--- src/rtl/conv_ctrl_seq.sv ---
// Convolution layer controller: layer FSM, col/row/pass counters, accumulator and row-buffer strobes.
// Build option CONV_CTRL_ABORT_EN adds an `abort` input that cancels a running layer.
module conv_ctrl_seq #(
  parameter int ROW_BUFFER_DEPTH    = 9,
  parameter int MAX_HEIGHT_W        = 9,
  parameter int PASS_W              = 4,
  parameter int SCALE_WIDTH         = 4,
  parameter int MULT_PIPELINE_STAGE = 2
) (
  input  logic                                  clk,
  input  logic                                  rstn,
  input  logic                                  start,
  input  logic [$clog2(ROW_BUFFER_DEPTH+1)-1:0] cfg_width,
  input  logic [MAX_HEIGHT_W-1:0]               cfg_height,
  input  logic [PASS_W-1:0]                     cfg_pass,
  input  logic [SCALE_WIDTH-1:0]                cfg_scale,
  input  logic                                  pix_valid,
`ifdef CONV_CTRL_ABORT_EN
  input  logic                                  abort,
`endif
  output logic [2:0]                            layer_state,
  output logic                                  busy,
  output logic                                  adder_rst,
  output logic                                  acc_out_valid,
  output logic [SCALE_WIDTH-1:0]                scale_in,
  output logic [ROW_BUFFER_DEPTH-1:0]           buff_len_ctrl,
  output logic                                  buff_len_rst,
  output logic                                  state_rst,
  output logic                                  done,
  output logic                                  cfg_err
);

  localparam int CW = $clog2(ROW_BUFFER_DEPTH + 1);
  localparam int DW = $clog2(MULT_PIPELINE_STAGE + 2);

  localparam logic [2:0] S_IDLE  = 3'd0;
  localparam logic [2:0] S_FILL  = 3'd1;
  localparam logic [2:0] S_RUN   = 3'd2;
  localparam logic [2:0] S_DRAIN = 3'd3;
  localparam logic [2:0] S_DONE  = 3'd4;

  logic [2:0]                   state, nstate;
  logic [CW-1:0]                col, w_q;
  logic [MAX_HEIGHT_W-1:0]      row, h_q;
  logic [PASS_W-1:0]            pass, p_q;
  logic [DW-1:0]                drain_cnt;
  logic [MULT_PIPELINE_STAGE:0] win_dly;
  logic [ROW_BUFFER_DEPTH-1:0]  therm;
  logic abort_req, abort_hit, cfg_ok, beat, col_last, row_last, pass_last, win;
  logic launch, reject, pass_wrap;

`ifdef CONV_CTRL_ABORT_EN
  assign abort_req = abort;
`else
  assign abort_req = 1'b0;
`endif

  // pix_valid is a beat strobe with no backpressure: every beat seen in FILL/RUN is consumed that cycle.
  assign beat      = pix_valid && (state == S_FILL || state == S_RUN);
  assign abort_hit = abort_req && (state != S_IDLE);
  assign cfg_ok    = (cfg_width >= CW'(3)) && (cfg_width <= CW'(ROW_BUFFER_DEPTH)) &&
                     (cfg_height >= MAX_HEIGHT_W'(3)) && (cfg_pass != '0);
  assign col_last  = (col == w_q - CW'(1));
  assign row_last  = (row == h_q - MAX_HEIGHT_W'(1));
  assign pass_last = (pass == p_q - PASS_W'(1));
  assign win       = beat && (state == S_RUN) && (col >= CW'(2)) && pass_last;

  assign layer_state   = state;
  assign acc_out_valid = win_dly[MULT_PIPELINE_STAGE];

  always_comb begin
    therm = '0;
    for (int i = 0; i < ROW_BUFFER_DEPTH; i++) therm[i] = (CW'(i) < cfg_width);
  end

  always_comb begin
    nstate    = state;
    launch    = 1'b0;
    reject    = 1'b0;
    pass_wrap = 1'b0;
    case (state)
      S_IDLE: begin
        if (start && !abort_req) begin
          if (cfg_ok) begin
            nstate = S_FILL;
            launch = 1'b1;
          end else begin
            reject = 1'b1;
          end
        end
      end
      S_FILL:  if (beat && col_last && row == MAX_HEIGHT_W'(1)) nstate = S_RUN;
      S_RUN: begin
        if (beat && col_last && row_last) begin
          if (pass_last) nstate = S_DRAIN;
          else begin
            nstate    = S_FILL;
            pass_wrap = 1'b1;
          end
        end
      end
      S_DRAIN: if (drain_cnt == DW'(MULT_PIPELINE_STAGE)) nstate = S_DONE;
      S_DONE:  nstate = S_IDLE;
      default: nstate = S_IDLE;
    endcase
    if (abort_hit) nstate = S_IDLE;
  end

  always_ff @(posedge clk or negedge rstn) begin
    if (!rstn) begin
      state         <= S_IDLE;
      busy          <= 1'b0;
      adder_rst     <= 1'b0;
      scale_in      <= '0;
      buff_len_ctrl <= '0;
      buff_len_rst  <= 1'b0;
      state_rst     <= 1'b0;
      done          <= 1'b0;
      cfg_err       <= 1'b0;
      win_dly       <= '0;
      drain_cnt     <= '0;
      col           <= '0;
      row           <= '0;
      pass          <= '0;
      w_q           <= '0;
      h_q           <= '0;
      p_q           <= '0;
    end else begin
      state        <= nstate;
      busy         <= (nstate != S_IDLE);
      buff_len_rst <= launch || (pass_wrap && !abort_hit);
      cfg_err      <= reject;
      done         <= (nstate == S_DONE);
      state_rst    <= (nstate == S_DONE) || abort_hit;
      adder_rst    <= beat && (pass == '0) && !abort_hit;
      drain_cnt    <= (state == S_DRAIN) ? drain_cnt + DW'(1) : '0;

      // Window flags walk the same depth as the multiplier/adder pipeline.
      win_dly[0] <= win && !abort_hit;
      for (int i = 1; i <= MULT_PIPELINE_STAGE; i++)
        win_dly[i] <= abort_hit ? 1'b0 : win_dly[i-1];

      if (launch) begin
        w_q           <= cfg_width;
        h_q           <= cfg_height;
        p_q           <= cfg_pass;
        scale_in      <= cfg_scale;
        buff_len_ctrl <= therm;
      end else if (nstate == S_DONE || abort_hit) begin
        scale_in      <= '0;
        buff_len_ctrl <= '0;
      end

      if (launch || abort_hit) begin
        col  <= '0;
        row  <= '0;
        pass <= '0;
      end else if (beat) begin
        if (col_last) begin
          col <= '0;
          if (row_last) begin
            row  <= '0;
            pass <= pass + PASS_W'(1);
          end else begin
            row <= row + MAX_HEIGHT_W'(1);
          end
        end else begin
          col <= col + CW'(1);
        end
      end
    end
  end

endmodule

--- config.mk ---
export PLATFORM = sky130hd
export DESIGN_NAME = conv_ctrl_seq
export DESIGN_NICKNAME = d
export VERILOG_FILES = /design/src/rtl/conv_ctrl_seq.sv
export SDC_FILE = /design/constraint.sdc
export NUM_CORES = 1
export LEC_CHECK = 0
export BUFFER_PORTS_ARGS = -buffer_cell sky130_fd_sc_hd__buf_2
export CAP_MARGIN = 20
export CELL_PAD_IN_SITES_DETAIL_PLACEMENT = 1
export CELL_PAD_IN_SITES_GLOBAL_PLACEMENT = 1
export CORE_MARGIN = 4
export CORE_UTILIZATION = 41
export CTS_BUF_LIST = sky130_fd_sc_hd__clkbuf_4 sky130_fd_sc_hd__clkbuf_8
export CTS_CLUSTER_DIAMETER = 40
export DETAILED_ROUTE_END_ITERATION = 10
export HOLD_SLACK_MARGIN = 0.15
export PLACE_DENSITY = 0.8
export SLEW_MARGIN = 0
export SYNTH_ARGS = -nofsm -noshare
export SYNTH_HDL_FRONTEND = slang
export SYNTH_SLANG_ARGS = --single-unit
--- constraint.sdc ---
create_clock -name clk -period 2.7 [get_ports clk]
set_input_delay 0.54 -clock clk [delete_from_list [all_inputs] [get_ports clk]]
set_output_delay 0.54 -clock clk [all_outputs]
set_load 0.02 [all_outputs]
==> results.toml, run 1 <==
[run_status]
outcome = "finished, final reports clean"

[floorplanning]
die_w_um = 95.3
die_area_mm2 = 0.00908
core-area_mm2 = 0.00733
io_pins = 48
rows = 31
start_util = 0.426
dieHeight_um = 95.3

[sta]
relSlewSlack = 0.540
hold_viol = 0
worst_pin_slew_ns = 0.689
rsz0062_at_grt = "true"
finClkSkew_ns = 0.00912
setup_viol = 0
period_needed_ns = 2.64
fin_crit_sh = 0.978
maxSlewViolCount = 0
fin_ws_ns = 0.0592
fmax_mhz = 379

[synth]
avgSynthCellArea_um2 = 9.82
synth_most_common_cell = "dfrtp_1"
yosysSeqAreaShare = 0.481
synth_nets = 353
ys_ff_latch = 60
synth_common_cells = "dfrtp_1 (60), nand2_1 (27), o21ai_0 (24)"
synth_ff_type = "dfrtp_1"
synth.distinct_cells = 49
yosys_warnings = 0
synth_area_leader_cell = "dfrtp_1"
netlist_area_mm2 = 0.00312
async_reset_ff_frac = 1.00
synth-edff-count = 0
synthTopCellsByArea = "dfrtp_1 (48%), xnor2_1 (4.5%), ha_1 (4.0%)"
syn_inst = 318
yosysTopAreaCellShare = 0.481

[clocking]
cts-htree-levels = 3
clkTransAtPathRegs_ns = 0.07
clk_latency_ns = 0.35
cts_root_buf = "clkbuf_8"
numCtsBuffers = 9
cts_buffer_depth = 2
cts_tree = "yes"
cts_sinks = 60

[layout]
final_util = 0.519
layout-drive-gt1-share = 0.245
finalNetCount = 409
instances_no_fill = 478
syn_to_final_growth_pct = 21.9
n_antenna_cell = 0

[setup_path]
r2r_slack_ns = 0.06
worstSetupEndpointType = "flip-flop"
path_max_fanout = 6
start_kind = "flip-flop"
cp.arrival_ns = 2.88
required_ns = 2.94
criticalPathCategory = "reg2reg"
r2r_start = "h_q[0]$_DFFE_PN0P_"
setup.worst_path.start = "h_q[0]$_DFFE_PN0P_"

[power]
peakVddDrop_v = 0.000339
sw_frac_of_total = 0.254
power_frac_comb = 0.113
p_per_area_mw_per_mm2 = 583
p_int_mw = 1.66
seq_power_share = 0.459
p_sw_uw = 564
p_leak_nw = 1.85
clkPwrFrac = 0.428

[run]
maxCapViolCount = 0

[routing]
drt_drc_violations_left = 0
routed_via_density = 5.43
num_vias = 2595
finalWirelength_um = 8470
drt_iter0_markers = 107
avgRoutedWirePerCell_um = 17.7
first_pass_iters = 4
antenna_left = 0

[placed_design]
dpl_worst_slack_ns = 0.0453
place_hpwl_um = 6040
dp_cells = 459
routabilityCongestion = 0.861
port-buffer-count = 47

[grt]
antenna_found_initial = 0
grt_usage = 0.197
grt-ovfl-total = 0
grt_pass1_wl_um = 13600
first_global_vias = 2807
grt_start_max_net_pins = 41

[hold_path]
hp-class = "in2async"
-- critical path, cell delays in order, from the launching register on --
cell and delay [ns]:
dfrtp_1 0.41, or3_4 0.39, o21a_1 0.19, or3_1 0.30, a2111o_1 0.52, or4_1 0.55, a21o_1 0.19
-- per-stage QoR --
| stage | hold slack (ns) | instance area, um^2 | power (mW) | setup TNS [ns] |
|---|---|---|---|---|
| finish | 0.207 | 3810 | 2.22 | 0 |
| global route | 0.250 | 3810 | 2.33 | -0.0914 |
| CTS | 0.220 | 3750 | 2.25 | 0 |
| detailed placement | 0.336 | 3520 | 1.29 | 0 |
| global placement | 0.333 | 3520 | 1.27 | 0 |
| floorplan | 0.244 | 3120 | 1.17 | 0 |
-- logic make-up after synthesis --
kind of cell,synth area share
multiplexers,0.0325
buffers and inverters,0.0437
adder cells (fa/ha/maj),0.0401
AO/OA/AOI/OAI,0.134
flip-flops,0.481
AND/OR/NAND/NOR,0.191
XOR/XNOR,0.0785
-- placed cells by master (no fill, tap or decap), types with 5 or more instances in the layout --
master,instances
inv_1,18
nor3_1,15
a21oi_1,18
buf_4,9
dfrtp_1,60
a21o_1,5
xnor2_1,16
clkbuf_8,12
nand3_1,7
nor2_1,16
mux2_2,8
o21ai_0,23
ha_1,10
nand2_1,27
and3_1,6
buf_2,47
xor2_1,12
-- power by group through the flow --
stage	sequential [mW]	combinational (mW)	clock [mW]
after floorplan	1.02	0.154	0
after global placement	1.03	0.233	0
after detailed placement	1.03	0.251	0
after CTS	1.02	0.253	0.975
after global routing	1.03	0.287	1.01
final	1.02	0.251	0.951
-- state kept, by name, indices dropped and copies added (netlist names), 2 cells and up --
register,cells
pass,4
row,9
p_q,4
col,4
drain_cnt,2
scale_in,4
layer_state,3
win_dly,3
h_q,9
buff_len_ctrl,9
w_q,4
-- metal layers --
layer	vias to the layer above	routed length [um]	global-route usage
li1	1232	-	-
met1	1282	3520	0.233
met2	55	4350	0.332
met3	26	333	0.0529
met4	0	268	0.0913
met5	-	0	0
-- path summary, 6_finish.rpt --
path,end,cells after the start
setup reg to reg,layer_state[1]$_DFF_PN0_,6
min in group clk,win_dly[2]$_DFF_PN0_,0
setup / recovery,layer_state[1]$_DFF_PN0_,6
hold reg to reg,win_dly[2]$_DFF_PN0_,0
hold / removal,win_dly[2]$_DFF_PN0_,1
max in group asynchronous,cfg_err$_DFF_PN0_,2
-- cell type report --
type	instances	area, um^2
inverters	18	67.6
well taps	99	124
multi-input cells	225	1510
clock buffers	12	165
repair buffers	60	365
fillers	860	3520
clock inverters	4	70.1
flip-flops and latches	60	1500
-- what timing repair did --
action	CTS	global route
setup endpoints to repair	0	16
hold buffers	0	0
buffers inserted	0	3
resized for setup	0	8
Note: power is estimated with default switching activity, not from simulation.
==> run 2: changes to the inputs <==
TNS_END_PERCENT = 30   (was unset)
clock period = 2.35 ns   (was 2.7 ns; I/O delays follow)
==> run 2 against run 1 <==
  * The flow now finishes with violations (setup timing)
  * Clock power increased by 4.3%
  * Via count increased by 4.9%
  * Global-route usage increased by 1.8 points
  * Design area increased by 4.5%
  * Final cell count increased by 4.0%
  * Sequential power increased by 15%
  * Clock skew increased by 0.0027 ns
  * Register-to-register slack got worse by 0.34 ns
  * Setup slack got worse by 0.34 ns
  * Highest routed layer unchanged
==> results.toml, run 2 (same netlist as run 1, synthesis figures left out) <==
[grt]
grt_usage = 0.216
grt_pass1_wl_um = 14900
grt-ovfl-total = 0
grt_start_max_net_pins = 61
first_global_vias = 2862
antenna_found_initial = 0

[sta]
fin_crit_sh = 1.12
setup_tns_ns = -3.36
setup_viol = 16
hold_viol = 0
period_needed_ns = 2.63
hold_slack_ns = 0.337
maxSlewViolCount = 0
relSlewSlack = 0.663
fmax_mhz = 380
finClkSkew_ns = 0.0118
rsz0062_at_grt = "true"
fin_ws_ns = -0.284
worst_pin_slew_ns = 0.501

[placed_design]
place_hpwl_um = 6340
dp_cells = 473
dpl_worst_slack_ns = -0.251
routabilityCongestion = 0.839
port-buffer-count = 47
place_area_mm2 = 0.00363

[power]
p_per_area_mw_per_mm2 = 619
p_int_mw = 1.78
peakVddDrop_v = 0.000494
seq_power_share = 0.475
sw_frac_of_total = 0.277
power_frac_comb = 0.123
p_sw_uw = 683
clkPwrFrac = 0.402
design_power_total_mw = 2.46
p_leak_nw = 1.92

[layout]
finalNetCount = 428
layout_common_cells = "dfrtp_1 (60), buf_2 (47), nand2_1 (27), buf_4 (26), o21ai_0 (24)"
largestRegisters = "buff_len_ctrl (9), h_q (9), row (9)"
final_util = 0.543
syn_to_final_growth_pct = 27.4
instances_no_fill = 497
fin_area_mm2 = 0.00398
n_antenna_cell = 0
nFillCells = 836
layout-drive-gt1-share = 0.294
final_common_cell = "dfrtp_1"

[clocking]
cts_root_buf = "clkbuf_8"
clkTransAtPathRegs_ns = 0.08
cts_buffer_depth = 2
cts-htree-levels = 3
clk_latency_ns = 0.35
cts_sinks = 60
cts_tree = "yes"
numCtsBuffers = 9

[routing]
num_vias = 2722
routed_via_density = 5.48
avgRoutedWirePerCell_um = 18.8
first_pass_iters = 4
drt_iter0_markers = 132
drt_drc_violations_left = 0
antenna_left = 0
finalWirelength_um = 9350

[floorplanning]
io_pins = 48
dieHeight_um = 95.3
die_w_um = 95.3
rows = 31
start_util = 0.426
core-area_mm2 = 0.00733
die_area_mm2 = 0.00908

[run]
maxCapViolCount = 0

[setup_path]
worstSetupEndpointType = "flip-flop"
criticalPathCategory = "reg2reg"
start_kind = "flip-flop"
cp.arrival_ns = 2.88
r2r_start = "h_q[3]$_DFFE_PN0P_"
required_ns = 2.59
path_max_fanout = 6
setup.worst_path.start = "h_q[3]$_DFFE_PN0P_"

[hold_path]
hp-class = "in2reg"
hp-start = "cfg_scale[1]"

[run_status]
violations = "setup timing"
outcome = "finished, violations left"
## run 2: power by group through the flow
stage / Clock (mW) / Combinational [mW] / Sequential [mW]
2_1_floorplan: 0 / 0.177 / 1.17
3_3_place_gp: 0 / 0.277 / 1.18
3_5_place_dp: 0 / 0.295 / 1.19
4_1_cts: 0.992 / 0.302 / 1.17
5_1_grt: 1.05 / 0.351 / 1.18
6_report: 0.992 / 0.303 / 1.17
## run 2: layout make-up
type | instances | area (um^2) | area share
repair buffers | 79 | 514 | 0.129
inverters | 18 | 67.6 | 0.0170
well taps | 99 | 124 | 0.0311
clock buffers | 12 | 159 | 0.0399
flip-flops and latches | 60 | 1500 | 0.377
multi-input cells | 225 | 1570 | 0.393
clock inverters | 4 | 47.5 | 0.0119
## run 2: worst paths after layout
kind / slack (ns) / endpoint / cells after the start
setup / recovery: -0.28 / pass[1]$_DFFE_PN0P_ / 7
hold / removal: 0.34 / scale_in[1]$_DFFE_PN0P_ / 3
setup reg to reg: -0.28 / pass[1]$_DFFE_PN0P_ / 7
hold reg to reg: 0.36 / win_dly[2]$_DFF_PN0_ / 0
max in group asynchronous: 1.39 / w_q[2]$_DFFE_PN0P_ / 3
min in group asynchronous: 0.64 / pass[0]$_DFFE_PN0P_ / 3
## run 2: repair_timing
item                                    CTS  global route
setup buffers                             2             5
endpoints found under the setup margin   16            17
hold buffers                              1             0
cloned                                    0             0
resized for setup                         8             9
pin swaps                                 3             7
hold endpoints to repair                 60             0
## run 2: metal layers
| layer | global-route usage | part of all wire |
|---|---|---|
| met2 | 0.354 | 0.52 |
| met1 | 0.287 | 0.44 |
| met4 | 0.0793 | 0.016 |
| met3 | 0.0347 | 0.023 |
| met5 | 0 | 0 |
## run 2: critical path, stage by stage (launching register included)
cell and delay, ns:
dfrtp_1 0.38, or2_2 0.34, a2111oi_1 0.45, o21ai_0 0.17, a2111o_1 0.51, buf_6 0.17, nor3_4 0.20, mux2_4 0.32
==> run 3: changes to the inputs <==
clock period = 2.3 ns   (was 2.35 ns; I/O delays follow)
==> run 3 against run 2 <==
  * The flow still finishes with violations (setup timing)
  * Setup slack got worse by 0.099 ns
  * Count of clock-buffer cells in the layout unchanged
  * Critical path depth decreased by 1
  * Combinational power increased by 7.3%
  * Routed wire length increased by 7.0%
  * Die area unchanged
  * Maximum frequency decreased by 1.8%
==> results.toml, run 3 (same netlist as run 1, synthesis figures left out) <==
[routing]
first_pass_iters = 4
antenna_left = 0
avgRoutedWirePerCell_um = 20.2
wl_met1_um = 4190
drt_iter0_markers = 164
drt_drc_violations_left = 0
route.met2.wl_um = 5220
dr_wl_met3_um = 302
num_vias = 2812
routed_via_density = 5.67
routed.top_layer = "met4"
finalWirelength_um = 10000

[floorplanning]
io_pins = 48
core-area_mm2 = 0.00733
rows = 31
die_w_um = 95.3
die_area_mm2 = 0.00908
start_util = 0.426
dieHeight_um = 95.3

[power]
p_sw_uw = 690
seq_power_share = 0.452
clkPwrFrac = 0.425
p_int_mw = 1.95
sw_frac_of_total = 0.261
p_per_area_mw_per_mm2 = 662
power_frac_comb = 0.123
peakVddDrop_v = 0.000360
p_leak_nw = 1.92

[sta]
rsz0062_at_grt = "true"
fin_crit_sh = 1.17
relSlewSlack = 0.620
hold_slack_ns = 0.330
worst_pin_slew_ns = 0.565
hold_viol = 0
fmax_mhz = 373
maxSlewViolCount = 0
period_needed_ns = 2.68
setup_viol = 16
finClkSkew_ns = 0.0133
setup_tns_ns = -4.35
fin_ws_ns = -0.383

[setup_path]
required_ns = 2.58
ff2ff_path_depth = 6
cp.arrival_ns = 2.96
crit_family = "compound AO/OA/AOI/OAI gates"
slowest_delay_ns = 0.55
path_max_fanout = 5
start_kind = "flip-flop"
critPathSlowestCell = "a2111o_1"
cp_cell_sequence = "or3_4 -> a2111oi_0 -> o21ai_0 -> a2111o_1 -> or4b_1 -> a21oi_2"
path_depth = 6
r2r_start = "h_q[0]$_DFFE_PN0P_"
worstSetupEndpointType = "flip-flop"
r2r-end = "pass[3]$_DFFE_PN0P_"
critPathBufInv = 0
r2r_slack_ns = -0.38
criticalPathCategory = "reg2reg"

[grt]
antenna_found_initial = 0
grt_pass1_wl_um = 15500
first_global_vias = 3016
grt_usage = 0.225
grt-ovfl-total = 0
grt_start_max_net_pins = 61

[clocking]
cts_sinks = 60
cts_buffer_depth = 2
cts_root_buf = "clkbuf_8"
numCtsBuffers = 9
cts_tree = "yes"
clk_latency_ns = 0.34
cts-htree-levels = 3
clkTransAtPathRegs_ns = 0.08

[placed_design]
routabilityCongestion = 0.848
dpl_worst_slack_ns = -0.294
port-buffer-count = 47
dp_cells = 475
place_area_mm2 = 0.00363
place_hpwl_um = 6330

[run]
maxCapViolCount = 0

[layout]
finalNetCount = 428
fin_area_mm2 = 0.00399
layout-drive-gt1-share = 0.300
nFillCells = 837
n_antenna_cell = 0
instances_no_fill = 496
layout_common_cells = "dfrtp_1 (60), buf_2 (47), buf_4 (28), nand2_1 (27), o21ai_0 (24)"
largestRegisters = "buff_len_ctrl (9), h_q (9), row (9)"
final_common_cell = "dfrtp_1"
syn_to_final_growth_pct = 27.8

[hold_path]
hp-class = "in2reg"
holdPathEnd = "scale_in[3]$_DFFE_PN0P_"
hold_path_depth = 3
hp-start = "cfg_scale[3]"

[run_status]
violations = "setup timing"
outcome = "finished, violations left"
## run 3: cell count changes in the layout (fill, tap and decap cells not counted), moves of 2 or more
cell and change:
a21oi_1 -2, buf_6 -2, o31ai_1 -2, o31ai_2 +2, a21oi_2 +2, clkinv_2 -2
buf_4 +2
## run 3: what timing repair did
action,4_1_cts,5_1_grt
pin swaps,5,7
resized for setup,8,9
buffers inserted,1,3
hold buffers,1,0
hold endpoints to repair,60,0
endpoints found under the setup margin,16,16
cloned,1,0
## run 3: area by class of cell
class / instances / area (um^2) / area share
clock buffers: 12 / 165 / 0.0414
clock inverters: 3 / 68.8 / 0.0172
inverters: 18 / 67.6 / 0.0169
multi-input cells: 226 / 1580 / 0.395
flip-flops and latches: 60 / 1500 / 0.376
well taps: 99 / 124 / 0.0310
repair buffers: 78 / 487 / 0.122
## run 3: power groups by stage
stage / combinational, mW / sequential, mW / clock (mW)
finish: 0.325 / 1.20 / 1.12
floorplan: 0.181 / 1.20 / 0
detailed placement: 0.306 / 1.21 / 0
CTS: 0.316 / 1.20 / 1.12
global route: 0.363 / 1.20 / 1.18
global placement: 0.287 / 1.21 / 0
## run 3: routing by layer
layer | vias up | track usage
li1 | 1276 | -
met1 | 1453 | 0.278
met2 | 58 | 0.378
met3 | 25 | 0.0481
met4 | 0 | 0.0962
met5 | - | 0
## run 3: worst min-delay path, cell delays in order
cell and delay [ns]:
buf_2 0.08, nand2_1 0.04, o21ai_0 0.06
## run 3: how the worst max path moves through the flow
stage | to | start | slack, ns
final | pass[3]$_DFFE_PN0P_ | h_q[0]$_DFFE_PN0P_ | -0.38
after global routing | pass[3]$_DFFE_PN0P_ | h_q[0]$_DFFE_PN0P_ | -0.45
after CTS | layer_state[1]$_DFF_PN0_ | h_q[1]$_DFFE_PN0P_ | -0.29
after detailed placement | pass[3]$_DFFE_PN0P_ | h_q[1]$_DFFE_PN0P_ | -0.29
after global placement | pass[3]$_DFFE_PN0P_ | h_q[1]$_DFFE_PN0P_ | -0.23
after floorplan | pass[1]$_DFFE_PN0P_ | h_q[0]$_DFFE_PN0P_ | -0.33
## run 3: stage by stage
stage | power, mW | util
floorplan | 1.38 | -
global placement | 1.49 | 0.495
detailed placement | 1.52 | 0.495
CTS | 2.63 | 0.536
global route | 2.75 | 0.545
finish | 2.64 | 0.545
